$ cat config.mk
export PLATFORM = sky130hd
export DESIGN_NAME = spike_window_counter
export DESIGN_NICKNAME = d
export VERILOG_FILES = /design/src/rtl/spike_window_counter.sv
export SDC_FILE = /design/constraint.sdc
export NUM_CORES = 1
export LEC_CHECK = 0
export CAP_MARGIN = 20
export CORE_UTILIZATION = 45
export CTS_CLUSTER_SIZE = 30
export DETAILED_ROUTE_END_ITERATION = 10
export MAX_ROUTING_LAYER = met4
export PLACE_DENSITY = 0.68
export SLEW_MARGIN = 15
export SYNTH_ARGS = -nofsm -noshare
export SYNTH_HDL_FRONTEND = slang
export SYNTH_SLANG_ARGS = --single-unit
$ cat constraint.sdc
create_clock -name clk -period 2.69 [get_ports clk]
set_input_delay 0.6725 -clock clk [delete_from_list [all_inputs] [get_ports clk]]
set_output_delay 0.6725 -clock clk [all_outputs]
set_load 0.02 [all_outputs]
$ cat src/rtl/spike_window_counter.sv
// Spike window counter: counts spikes per channel over a programmable
// window of enabled cycles, records each channel's first-spike latency and
// presents the result as one latched record on a valid/ready handshake.
module spike_window_counter #(
  parameter int N_CHANNELS  = 2,
  parameter int COUNT_BITS  = 8,
  parameter int WINDOW_BITS = 8
) (
  input  logic                              clk,
  input  logic                              reset,
  input  logic                              enable,
  input  logic [N_CHANNELS-1:0]             spike,
  input  logic [WINDOW_BITS-1:0]            window_len,
  input  logic                              start,
  output logic                              busy,
  output logic                              out_valid,
  input  logic                              out_ready,
  output logic [N_CHANNELS*COUNT_BITS-1:0]  out_count,
  output logic [N_CHANNELS*WINDOW_BITS-1:0] out_latency,
  output logic [N_CHANNELS-1:0]             out_fired,
  output logic [N_CHANNELS-1:0]             out_saturated
);

  typedef enum logic [1:0] {
    IDLE  = 2'd0,
    COUNT = 2'd1,
    HOLD  = 2'd2
  } state_t;

  localparam logic [COUNT_BITS-1:0]  CNT_MAX  = {COUNT_BITS{1'b1}};
  localparam logic [COUNT_BITS-1:0]  CNT_ONE  = {{(COUNT_BITS-1){1'b0}}, 1'b1};
  localparam logic [WINDOW_BITS-1:0] LAT_NONE = {WINDOW_BITS{1'b1}};
  localparam logic [WINDOW_BITS-1:0] IDX_ONE  = {{(WINDOW_BITS-1){1'b0}}, 1'b1};
  localparam logic [WINDOW_BITS-1:0] WL_ZERO  = {WINDOW_BITS{1'b0}};
  // remaining is one bit wider so that window_len=0 can stand for 2^WINDOW_BITS
  localparam logic [WINDOW_BITS:0]   REM_ONE  = {{WINDOW_BITS{1'b0}}, 1'b1};
  localparam logic [WINDOW_BITS:0]   REM_FULL = {1'b1, {WINDOW_BITS{1'b0}}};

  state_t                                   state_r, state_next_s;
  logic [WINDOW_BITS:0]                     remaining_r, remaining_next_s;
  logic [WINDOW_BITS-1:0]                   index_r, index_next_s;
  logic [N_CHANNELS-1:0][COUNT_BITS-1:0]    count_r, count_next_s;
  logic [N_CHANNELS-1:0][WINDOW_BITS-1:0]   lat_r, lat_next_s, lat_rec_s;
  logic [N_CHANNELS-1:0]                    fired_r, fired_next_s;
  logic [N_CHANNELS-1:0]                    sat_r, sat_next_s;
  logic                                     open_s, sample_s, last_s, rec_load_s;

  // Next-state logic: window open, per-sample accumulation and handshake
  always_comb begin
    state_next_s     = state_r;
    remaining_next_s = remaining_r;
    index_next_s     = index_r;
    count_next_s     = count_r;
    lat_next_s       = lat_r;
    fired_next_s     = fired_r;
    sat_next_s       = sat_r;
    open_s           = 1'b0;
    sample_s         = 1'b0;
    last_s           = 1'b0;
    rec_load_s       = 1'b0;

    case (state_r)
      IDLE: begin
        if (start) open_s = 1'b1;
        else       state_next_s = IDLE;
      end
      COUNT: begin
        if (enable) begin
          sample_s = 1'b1;
          if (remaining_r == REM_ONE) last_s = 1'b1;
          else                        last_s = 1'b0;
        end else begin
          sample_s = 1'b0;
        end
      end
      HOLD: begin
        if (out_ready) begin
          if (start) open_s = 1'b1;
          else       state_next_s = IDLE;
        end else begin
          state_next_s = HOLD;
        end
      end
      default: state_next_s = IDLE;
    endcase

    if (open_s) begin
      state_next_s = COUNT;
      if (window_len == WL_ZERO) remaining_next_s = REM_FULL;
      else                       remaining_next_s = {1'b0, window_len};
      index_next_s = WL_ZERO;
      count_next_s = '{default: {COUNT_BITS{1'b0}}};
      lat_next_s   = '{default: {WINDOW_BITS{1'b0}}};
      fired_next_s = {N_CHANNELS{1'b0}};
      sat_next_s   = {N_CHANNELS{1'b0}};
    end else if (sample_s) begin
      remaining_next_s = remaining_r - REM_ONE;
      index_next_s     = index_r + IDX_ONE;
      for (int i = 0; i < N_CHANNELS; i++) begin
        if (spike[i]) begin
          if (count_r[i] != CNT_MAX) count_next_s[i] = count_r[i] + CNT_ONE;
          else                       count_next_s[i] = count_r[i];
          if (count_next_s[i] == CNT_MAX) sat_next_s[i] = 1'b1;
          else                            sat_next_s[i] = sat_r[i];
          // only the first spike of the window sets the latency
          if (!fired_r[i]) begin
            lat_next_s[i]   = index_r;
            fired_next_s[i] = 1'b1;
          end else begin
            lat_next_s[i]   = lat_r[i];
            fired_next_s[i] = fired_r[i];
          end
        end else begin
          count_next_s[i] = count_r[i];
        end
      end
      if (last_s) state_next_s = HOLD;
      else        state_next_s = COUNT;
      rec_load_s = last_s;
    end else begin
      rec_load_s = 1'b0;
    end
  end

  // Record latency view: unfired channels report the all-ones marker
  always_comb begin
    for (int i = 0; i < N_CHANNELS; i++) begin
      if (fired_next_s[i]) lat_rec_s[i] = lat_next_s[i];
      else                 lat_rec_s[i] = LAT_NONE;
    end
  end

  // State, working counters and registered output record
  always_ff @(posedge clk) begin
    if (reset) begin
      state_r       <= IDLE;
      remaining_r   <= {(WINDOW_BITS+1){1'b0}};
      index_r       <= WL_ZERO;
      count_r       <= '{default: {COUNT_BITS{1'b0}}};
      lat_r         <= '{default: {WINDOW_BITS{1'b0}}};
      fired_r       <= {N_CHANNELS{1'b0}};
      sat_r         <= {N_CHANNELS{1'b0}};
      busy          <= 1'b0;
      out_valid     <= 1'b0;
      out_count     <= {(N_CHANNELS*COUNT_BITS){1'b0}};
      out_latency   <= {(N_CHANNELS*WINDOW_BITS){1'b0}};
      out_fired     <= {N_CHANNELS{1'b0}};
      out_saturated <= {N_CHANNELS{1'b0}};
    end else begin
      state_r     <= state_next_s;
      remaining_r <= remaining_next_s;
      index_r     <= index_next_s;
      count_r     <= count_next_s;
      lat_r       <= lat_next_s;
      fired_r     <= fired_next_s;
      sat_r       <= sat_next_s;
      busy        <= (state_next_s == COUNT);
      out_valid   <= (state_next_s == HOLD);
      if (rec_load_s) begin
        out_count     <= count_next_s;
        out_latency   <= lat_rec_s;
        out_fired     <= fired_next_s;
        out_saturated <= sat_next_s;
      end else begin
        out_count     <= out_count;
        out_latency   <= out_latency;
        out_fired     <= out_fired;
        out_saturated <= out_saturated;
      end
    end
  end

endmodule

==> results.cfg, run 1 <==
[power]
power_density_mw_per_mm2 = 529.9
leakage_power_nw = 1.789
peakVddDrop_v = 0.0002309

[critical_path]
crit_family = simple AND/OR/NAND/NOR gates
cp.buffers_inverters = 1
crit_type = input port to flop
critical_path.endpoint_type = flop
r2r_cells = 5
timing.rr.start = count_r[0]
worstPathRequired_ns = 2.96
path_cells = clkdlybuf4s50_1 -> nand4b_4 -> or4_1 -> a211o_1 -> o31ai_2
r2r-end = sat_r[0]
path_max_fanout = 6
worst_ep_arrival_time_ns = 2.50
timing.critical_path.slowest_cell_delay_ns = 0.60
timing.critical_path.from_type = input port
crit_path_top_delay_cell = sky130_fd_sc_hd__clkdlybuf4s50_1
worst-r2r-setup-slack_ns = 0.59

[outcome]
status = finished clean

[cts]
cts_tree = yes
register_clock_pin_slew_on_the_reported_worst_setup_and_hold_paths_ns = 0.09
max-clock-path-buffers = 2
cts.hold.buffers_added = 0
cts.sinks = 93
htree_levels = 3
clockRootBuffer = sky130_fd_sc_hd__clkbuf_8
cts-resized-gates = 0
post-cts-setup-buffer-count = 0
cts-buffers-inserted = 9
clk_latency_ns = 0.36

[sta]
share_of_the_cycle_needed_by_the_critical_path_after_routing = 0.8307
timing.max_slew.rel_slack = 0.6865
clock.fmax_mhz = 447.5
timing_max_transition_violations_final = 0
layout_min_cycle_time_ns = 2.235
hold-worst-slack_ns = 0.4565
finalSetupViolCount = 0
finalHoldViolCount = 0
max_slew.worst_pin.slew_ns = 0.4653
finClkSkew_ns = 0.009114
totalNegativeSetupSlack_ns = 0
grt_setup_unrepaired = false

[synth]
syn-cell-area_mm2 = 0.004053
netlist-cell-type-count = 58
post-synth-top-area-cell = sky130_fd_sc_hd__dfxtp_1
synth_nets = 476
seq_area_frac_synth = 0.4594
syn_area_per_cell_um2 = 8.887
number_of_register_bits_inferred_by_synthesis = 93
ys_async_sr_fraction = 0
yosys_most_used_dff = sky130_fd_sc_hd__dfxtp_1
post_synth_main_area_contributors = sky130_fd_sc_hd__dfxtp_1, sky130_fd_sc_hd__nor2_1, sky130_fd_sc_hd__mux2_2
yosys_warnings = 0
synth_enable_flop_cells = 0
synth.top_cell.area_share = 0.4594
syn-instance-count = 456

[floorplan]
die_width_um = 96.90
rows = 34
placeableCoreArea_mm2 = 0.008721
dieArea_mm2 = 0.009390
top_level_ports = 53
initial_utilization = 0.4647
die_height_um = 96.90

[placed_design]
gp_routability_congestion = 0.8752
placed_wire_length_estimate_um = 6293
port-buffer-count = 52

[worst_hold_path]
worst_hold_end = out_count[5]
min-delay-path-class = flop to flop
holdPathStages = 2
startpoint_of_the_tightest_hold_check_path = out_count[5]

[final_layout]
mostFrequentLayoutCells = sky130_fd_sc_hd__dfxtp_1, sky130_fd_sc_hd__nor2_1, sky130_fd_sc_hd__clkdlybuf4s50_1, sky130_fd_sc_hd__nand2_1, sky130_fd_sc_hd__a211oi_1
share_of_final_layout_standard_cells_stronger_than_drive_strength_1 = 0.1131
area_growth_pct = 20.69
num-fill-cells = 784
diodes = 0
area_of_the_multi_input_gates_mm2 = 0.002006
combined_flip_flop_and_latch_cell_area_mm2 = 0.001862
most_frequent_standard_cell_in_the_layout_excluding_fill_and_tap_cells = sky130_fd_sc_hd__dfxtp_1
design.final.nets = 528

[global_route]
grt_first_pass_wirelength_um = 15410
gr-total-overflow = 0
grt_pass1_vias = 3258
groute.usage.overall = 0.2044
antenna_violations_before_repair = 0
grt_start_max_net_pins = 48

[route]
route.vias.total = 3425
drt-vias-per-instance = 5.515
drcViolationCount = 0
drt_first_pass_iters = 4
post_drt_wl_per_cell_um = 14.58
final_antenna_net_count = 0
drt_iter0_drc = 116
drt-total-wl_um = 9057

[run]
maxCapViolations = 0
[power by group]
part	leakage (nW)	internal (W)	switching [W]
combinational	0.939	0.0000926	0.000127
sequential	0.751	0.00140	0.0000238
clock	0.0988	0.000440	0.000509
[per-stage QoR]
stage / power [W] / area, um^2 / std cells / setup WS (ns) / util
2_1_floorplan: 0.001590 / 4053 / 456 / 0.7816 / -
3_3_place_gp: 0.001671 / 4692 / 605 / 0.1625 / 0.5380
3_5_place_dp: 0.001673 / 4692 / 605 / 0.07729 / 0.5380
4_1_cts: 0.002613 / 4891 / 621 / 0.4575 / 0.5608
5_1_grt: 0.002704 / 4891 / 621 / 0.4014 / 0.5608
6_report: 0.002592 / 4891 / 621 / 0.4553 / 0.5608
[worst min-delay path, cell delays in order (launching register included)]
cell	delay, ns
sky130_fd_sc_hd__dfxtp_1	0.32
sky130_fd_sc_hd__nand2_1	0.05
sky130_fd_sc_hd__a21oi_1	0.05
[flip-flops by register name (all words and copies together) (netlist names)]
name           flops
out_count         16
busy               1
index_r            8
count_r           16
out_valid          1
out_fired          2
out_saturated      2
out_latency       16
fired_r            2
state_r            2
remaining_r        9
sat_r              2
lat_r             16
[area by class of cell]
class	instances	area share
clock inverter	6	0.01458
sequential	93	0.3807
timing repair buffer	69	0.1340
tap	108	0.02763
inverter	9	0.006907
clock buffer	10	0.02609
multi-input combinational	326	0.4101
[cells in the mapped netlist (5+ instances only)]
| cell | number |
|---|---|
| sky130_fd_sc_hd__a211oi_1 | 21 |
| sky130_fd_sc_hd__a21oi_1 | 18 |
| sky130_fd_sc_hd__and3_1 | 7 |
| sky130_fd_sc_hd__buf_2 | 9 |
| sky130_fd_sc_hd__clkbuf_1 | 10 |
| sky130_fd_sc_hd__dfxtp_1 | 93 |
| sky130_fd_sc_hd__ha_1 | 5 |
| sky130_fd_sc_hd__inv_1 | 9 |
| sky130_fd_sc_hd__mux2_2 | 17 |
| sky130_fd_sc_hd__mux2i_1 | 6 |
| sky130_fd_sc_hd__nand2_1 | 35 |
| sky130_fd_sc_hd__nand3_1 | 14 |
| sky130_fd_sc_hd__nand3b_1 | 8 |
| sky130_fd_sc_hd__nand4_1 | 9 |
| sky130_fd_sc_hd__nor2_1 | 85 |
| sky130_fd_sc_hd__nor3_1 | 6 |
| sky130_fd_sc_hd__o21ai_0 | 14 |
| sky130_fd_sc_hd__xnor2_1 | 5 |
| sky130_fd_sc_hd__xor2_1 | 7 |
[how the worst max path moves through the flow]
stage / start / endpoint / slack [ns] / cells after the start
floorplan: count_r[0] / sat_r[0] / 0.78 / 7
global placement: enable / sat_r[0] / 0.16 / 5
detailed placement: enable / sat_r[0] / 0.08 / 5
CTS: enable / sat_r[0] / 0.46 / 5
global route: enable / sat_r[0] / 0.40 / 5
finish: enable / sat_r[0] / 0.46 / 5
[cell families (layout without fill, tap and decap cells)]
kind of cell | count (synthesis) | in the layout | share of synthesized area
flip-flops | 93 | 93 | 0.4594
AO/OA/AOI/OAI | 90 | 90 | 0.1531
multiplexers | 23 | 23 | 0.06206
buffers and inverters | 37 | 94 | 0.04569
XOR/XNOR | 12 | 12 | 0.02593
adder cells (fa/ha/maj) | 5 | 5 | 0.01544
AND/OR/NAND/NOR | 196 | 196 | 0.2383
[routing by layer]
| metal | track usage | vias up | routed length, um |
|---|---|---|---|
| met5 | - | - | 0 |
| met3 | 0.03396 | 11 | 433 |
| li1 | - | 1718 | - |
| met1 | 0.2457 | 1607 | 3933 |
| met4 | 0.07463 | 0 | 104 |
| met2 | 0.3440 | 89 | 4585 |
Power figures use the tool's default switching activity.
==> inputs of run 2 (changes only) <==
clock period = 2.3 ns   (was 2.69 ns; I/O delays follow)
==> results.cfg, run 2 (synthesized netlist as in run 1, its figures left out) <==
[outcome]
status = finished clean

[worst_hold_path]
startpoint_of_the_tightest_hold_check_path = out_count[0]
holdPathStages = 2
worst_hold_end = out_count[0]
min-delay-path-class = flop to flop

[sta]
share_of_the_cycle_needed_by_the_critical_path_after_routing = 0.8952
totalNegativeSetupSlack_ns = 0
layout_setup_ws_ns = 0.2410
clock.fmax_mhz = 485.7
finClkSkew_ns = 0.009643
max_slew.worst_pin.slew_ns = 0.4604
layout_min_cycle_time_ns = 2.059
timing.max_slew.rel_slack = 0.6898
finalHoldViolCount = 0
grt_setup_unrepaired = false
timing_max_transition_violations_final = 0
finalSetupViolCount = 0

[route]
drt_iter0_drc = 108
drt-total-wl_um = 9137
drt-vias-per-instance = 5.397
final_antenna_net_count = 0
route.vias.total = 3438
post_drt_wl_per_cell_um = 14.34
drcViolationCount = 0
drt_first_pass_iters = 4

[power]
fraction_of_power_spent_switching_nets = 0.2485
seqPwrFrac = 0.523
power_density_mw_per_mm2 = 627.3
p_comb_frac = 0.087
leakage_power_nw = 1.890
switchingPower_w = 0.0007898
peakVddDrop_v = 0.0003214
p_clk_frac = 0.390
p_int_w = 0.002388
finalPower_w = 0.003178

[placed_design]
gp_routability_congestion = 0.8489
port-buffer-count = 52
dp_area_mm2 = 0.004837
placedCellCount = 621
placed_wire_length_estimate_um = 6511
dp_worst_setup_slack_ns = -0.1558

[critical_path]
timing.critical_path.from_type = input port
timing.rr.start = count_r[1]
critical_path.endpoint_type = flop
r2r-end = sat_r[0]
r2r_cells = 6
worst_ep_arrival_time_ns = 2.34
worst-r2r-setup-slack_ns = 0.33
worstPathRequired_ns = 2.58
crit_type = input port to flop
path_max_fanout = 6

[cts]
cts.sinks = 93
clockRootBuffer = sky130_fd_sc_hd__clkbuf_8
cts-buffers-inserted = 9
register_clock_pin_slew_on_the_reported_worst_setup_and_hold_paths_ns = 0.09
cts.hold.buffers_added = 0
clk_latency_ns = 0.36
cts-resized-gates = 0
htree_levels = 3
max-clock-path-buffers = 2
post-cts-setup-buffer-count = 0
cts_tree = yes

[floorplan]
die_height_um = 96.90
dieArea_mm2 = 0.009390
die_width_um = 96.90
rows = 34
initial_utilization = 0.4647
top_level_ports = 53
placeableCoreArea_mm2 = 0.008721

[final_layout]
design.final.nets = 544
final_design_area_no_fill_mm2 = 0.005066
diodes = 0
final_cells = 637
most_frequent_standard_cell_in_the_layout_excluding_fill_and_tap_cells = sky130_fd_sc_hd__dfxtp_1
mostFrequentLayoutCells = sky130_fd_sc_hd__dfxtp_1, sky130_fd_sc_hd__nor2_1, sky130_fd_sc_hd__clkdlybuf4s50_1, sky130_fd_sc_hd__nand2_1, sky130_fd_sc_hd__buf_4
area_growth_pct = 25.01
share_of_final_layout_standard_cells_stronger_than_drive_strength_1 = 0.1418
combined_flip_flop_and_latch_cell_area_mm2 = 0.001862
area_of_the_multi_input_gates_mm2 = 0.002006
num-fill-cells = 764

[global_route]
grt_start_max_net_pins = 70
groute.usage.overall = 0.2026
gr-total-overflow = 0
antenna_violations_before_repair = 0
grt_first_pass_wirelength_um = 15200
grt_pass1_vias = 3280

[run]
maxCapViolations = 0
[run 2: cell types whose count changed in the layout (fill, tap and decap cells not counted), sizes merged]
cell / before / now
clkbuf: 10 / 9
clkinv: 2 / 1
bufinv: 1 / 2
inv: 11 / 12
buf: 18 / 34
[run 2: worst max-delay path by stage]
| stage | start | endpoint |
|---|---|---|
| floorplan | count_r[0] | sat_r[0] |
| finish | enable | sat_r[0] |
| global route | enable | out_count[15] |
| global placement | enable | sat_r[0] |
| CTS | enable | sat_r[0] |
| detailed placement | enable | sat_r[0] |
[run 2: final cells by class]
type,instances,share of cell area
Sequential cell,93,0.3675
Tap cell,108,0.02667
Clock buffer,9,0.02445
Clock inverter,7,0.02075
Inverter,9,0.006668
Timing Repair Buffer,85,0.1581
Multi-Input combinational cell,326,0.3959
[run 2: critical path, cell delays in order]
cell and delay [ns]:
sky130_fd_sc_hd__clkdlybuf4s50_1 0.60, sky130_fd_sc_hd__nand4b_4 0.14, sky130_fd_sc_hd__or4_1 0.54, sky130_fd_sc_hd__a211o_1 0.27
sky130_fd_sc_hd__o31ai_2 0.21
[run 2: power by group through the flow]
stage / Sequential [W] / Combinational, W / Clock, W
6_report: 0.00166 / 0.000275 / 0.00124
5_1_grt: 0.00167 / 0.000301 / 0.00134
4_1_cts: 0.00166 / 0.000276 / 0.00127
3_5_place_dp: 0.00170 / 0.000275 / 0
3_3_place_gp: 0.00170 / 0.000272 / 0
2_1_floorplan: 0.00170 / 0.000159 / 0
[run 2: stage by stage]
| step | util | hold WS [ns] |
|---|---|---|
| 4_1_cts | 0.5809 | 0.4604 |
| 2_1_floorplan | - | 0.4347 |
| 3_5_place_dp | 0.5547 | 0.4470 |
| 3_3_place_gp | 0.5547 | 0.4402 |
| 6_report | 0.5809 | 0.4569 |
| 5_1_grt | 0.5809 | 0.4882 |
[run 2: per-layer routing]
layer	vias up	wire, um	track usage
li1	1750	-	-
met1	1627	4194	0.2458
met2	47	4596	0.3445
met3	14	227	0.03324
met4	0	119	0.06200
met5	-	0	-
==> inputs of run 3 (changes only) <==
DONT_BUFFER_PORTS = 1   (was unset)
PLACE_DENSITY = 0.61   (was 0.68)
SLEW_MARGIN = 20   (was 15)
==> results.cfg, run 3 (synthesized netlist as in run 1, its figures left out) <==
[floorplan]
die_width_um = 96.90
dieArea_mm2 = 0.009390
top_level_ports = 53
placeableCoreArea_mm2 = 0.008721
initial_utilization = 0.4647
die_height_um = 96.90
rows = 34

[global_route]
gr-total-overflow = 0
layer_with_the_highest_usage_after_global_routing = met2
grt_start_max_net_pins = 71
grt_util_met3 = 0.04263
grt_first_pass_wirelength_um = 14620
grt.met1_usage = 0.2443
groute.usage.overall = 0.1986
grt_pass1_vias = 2969
antenna_violations_before_repair = 0
globalRouteMet2Util = 0.3272

[sta]
share_of_the_cycle_needed_by_the_critical_path_after_routing = 0.9015
clock.fmax_mhz = 482.3
layout_min_cycle_time_ns = 2.074
grt_setup_unrepaired = false
max_slew.worst_pin.slew_ns = 0.5326
finalSetupViolCount = 0
timing_max_transition_violations_final = 0
timing.max_slew.rel_slack = 0.6412
totalNegativeSetupSlack_ns = 0
finalHoldViolCount = 0
finClkSkew_ns = 0.01247

[route]
route.vias.total = 3152
post_drt_wl_per_cell_um = 15.86
drt-vias-per-instance = 5.579
drt_first_pass_iters = 4
drt_iter0_drc = 94
drcViolationCount = 0
drt-total-wl_um = 8962
final_antenna_net_count = 0

[worst_hold_path]
holdPathStages = 1
min-delay-path-class = input port to flop
startpoint_of_the_tightest_hold_check_path = reset
worst_hold_end = out_count[6]

[cts]
clk_latency_ns = 0.36
cts.hold.buffers_added = 0
max-clock-path-buffers = 2
cts.sinks = 93
clockRootBuffer = sky130_fd_sc_hd__clkbuf_8
cts-buffers-inserted = 9
register_clock_pin_slew_on_the_reported_worst_setup_and_hold_paths_ns = 0.09
post-cts-setup-buffer-count = 0
htree_levels = 3
cts_tree = yes
cts-resized-gates = 0

[final_layout]
area_growth_pct = 7.132
mostFrequentLayoutCells = sky130_fd_sc_hd__dfxtp_1, sky130_fd_sc_hd__nor2_1, sky130_fd_sc_hd__nand2_1, sky130_fd_sc_hd__a211oi_1, sky130_fd_sc_hd__a21oi_1
design.final.nets = 472
diodes = 0
most_frequent_standard_cell_in_the_layout_excluding_fill_and_tap_cells = sky130_fd_sc_hd__dfxtp_1
final_cells = 565
share_of_final_layout_standard_cells_stronger_than_drive_strength_1 = 0.1182

[power]
peakVddDrop_v = 0.0003276
leakage_power_nw = 1.590
power_density_mw_per_mm2 = 689.9

[placed_design]
gp_routability_congestion = 0.8984
placedCellCount = 549
placed_wire_length_estimate_um = 6168
port-buffer-count = 0

[critical_path]
r2r-end = out_count[1]
worstPathRequired_ns = 2.54
timing.rr.start = count_r[0]
path_max_fanout = 8
critical_path.endpoint_type = flop
timing.critical_path.from_type = flop
worst_ep_arrival_time_ns = 2.31
r2r_cells = 5
worst-r2r-setup-slack_ns = 0.23
crit_type = flop to flop

[outcome]
status = finished clean

[run]
maxCapViolations = 0
[run 3: cell types whose count changed in the layout (fill, tap and decap cells not counted), sizes merged]
cell,before,now
clkinvlp,1,0
bufinv,2,1
clkinv,1,3
clkbuf,9,10
clkdlybuf4s50,51,0
buf,34,13
inv,12,11
[run 3: report_power, final]
group	internal (W)	switching, W
Sequential	0.00164	0.0000361
Clock	0.000542	0.000598
Combinational	0.0000743	0.000109
Total	0.00225	0.000743
[run 3: worst max-delay path by stage]
stage	startpoint	end	slack, ns
floorplan	count_r[0]	sat_r[0]	0.39
global route	count_r[0]	out_count[1]	0.14
finish	count_r[0]	out_count[1]	0.23
detailed placement	count_r[0]	out_count[1]	0.26
global placement	count_r[0]	out_count[1]	0.34
CTS	count_r[0]	out_count[1]	0.26
[run 3: metal layers]
layer	wire, um	vias up
met2	4403	56
met3	340	8
li1	-	1611
met5	0	-
met4	71	0
met1	4147	1477
[run 3: final cells by class]
cell class                      count  area, um^2
Sequential cell                    93        1862
Timing Repair Buffer               13       97.59
Multi-Input combinational cell    326        2006
Tap cell                          108       135.1
Inverter                            9       33.78
Clock inverter                      6       70.07
Clock buffer                       10       137.6
Fill cell                         831        4379
[run 3: worst max-delay path, cell delays in order (launching register included)]
cell,delay [ns]
sky130_fd_sc_hd__dfxtp_1,0.46
sky130_fd_sc_hd__ha_1,0.36
sky130_fd_sc_hd__nand3_1,0.28
sky130_fd_sc_hd__o21ai_0,0.40
sky130_fd_sc_hd__mux2i_1,0.34
sky130_fd_sc_hd__a211oi_1,0.11
[run 3: per-stage QoR]
| step | setup slack [ns] | utilization | instance area, um^2 | total power, W | hold slack, ns |
|---|---|---|---|---|---|
| after floorplan | 0.3916 | - | 4053 | 0.001859 | 0.4347 |
| after global placement | 0.3379 | 0.4740 | 4134 | 0.001891 | 0.4430 |
| after detailed placement | 0.2620 | 0.4740 | 4134 | 0.001893 | 0.4540 |
| after CTS | 0.2579 | 0.4978 | 4342 | 0.003035 | 0.2612 |
| after global routing | 0.1359 | 0.4978 | 4342 | 0.003123 | 0.2599 |
| final | 0.2264 | 0.4978 | 4342 | 0.002995 | 0.2772 |
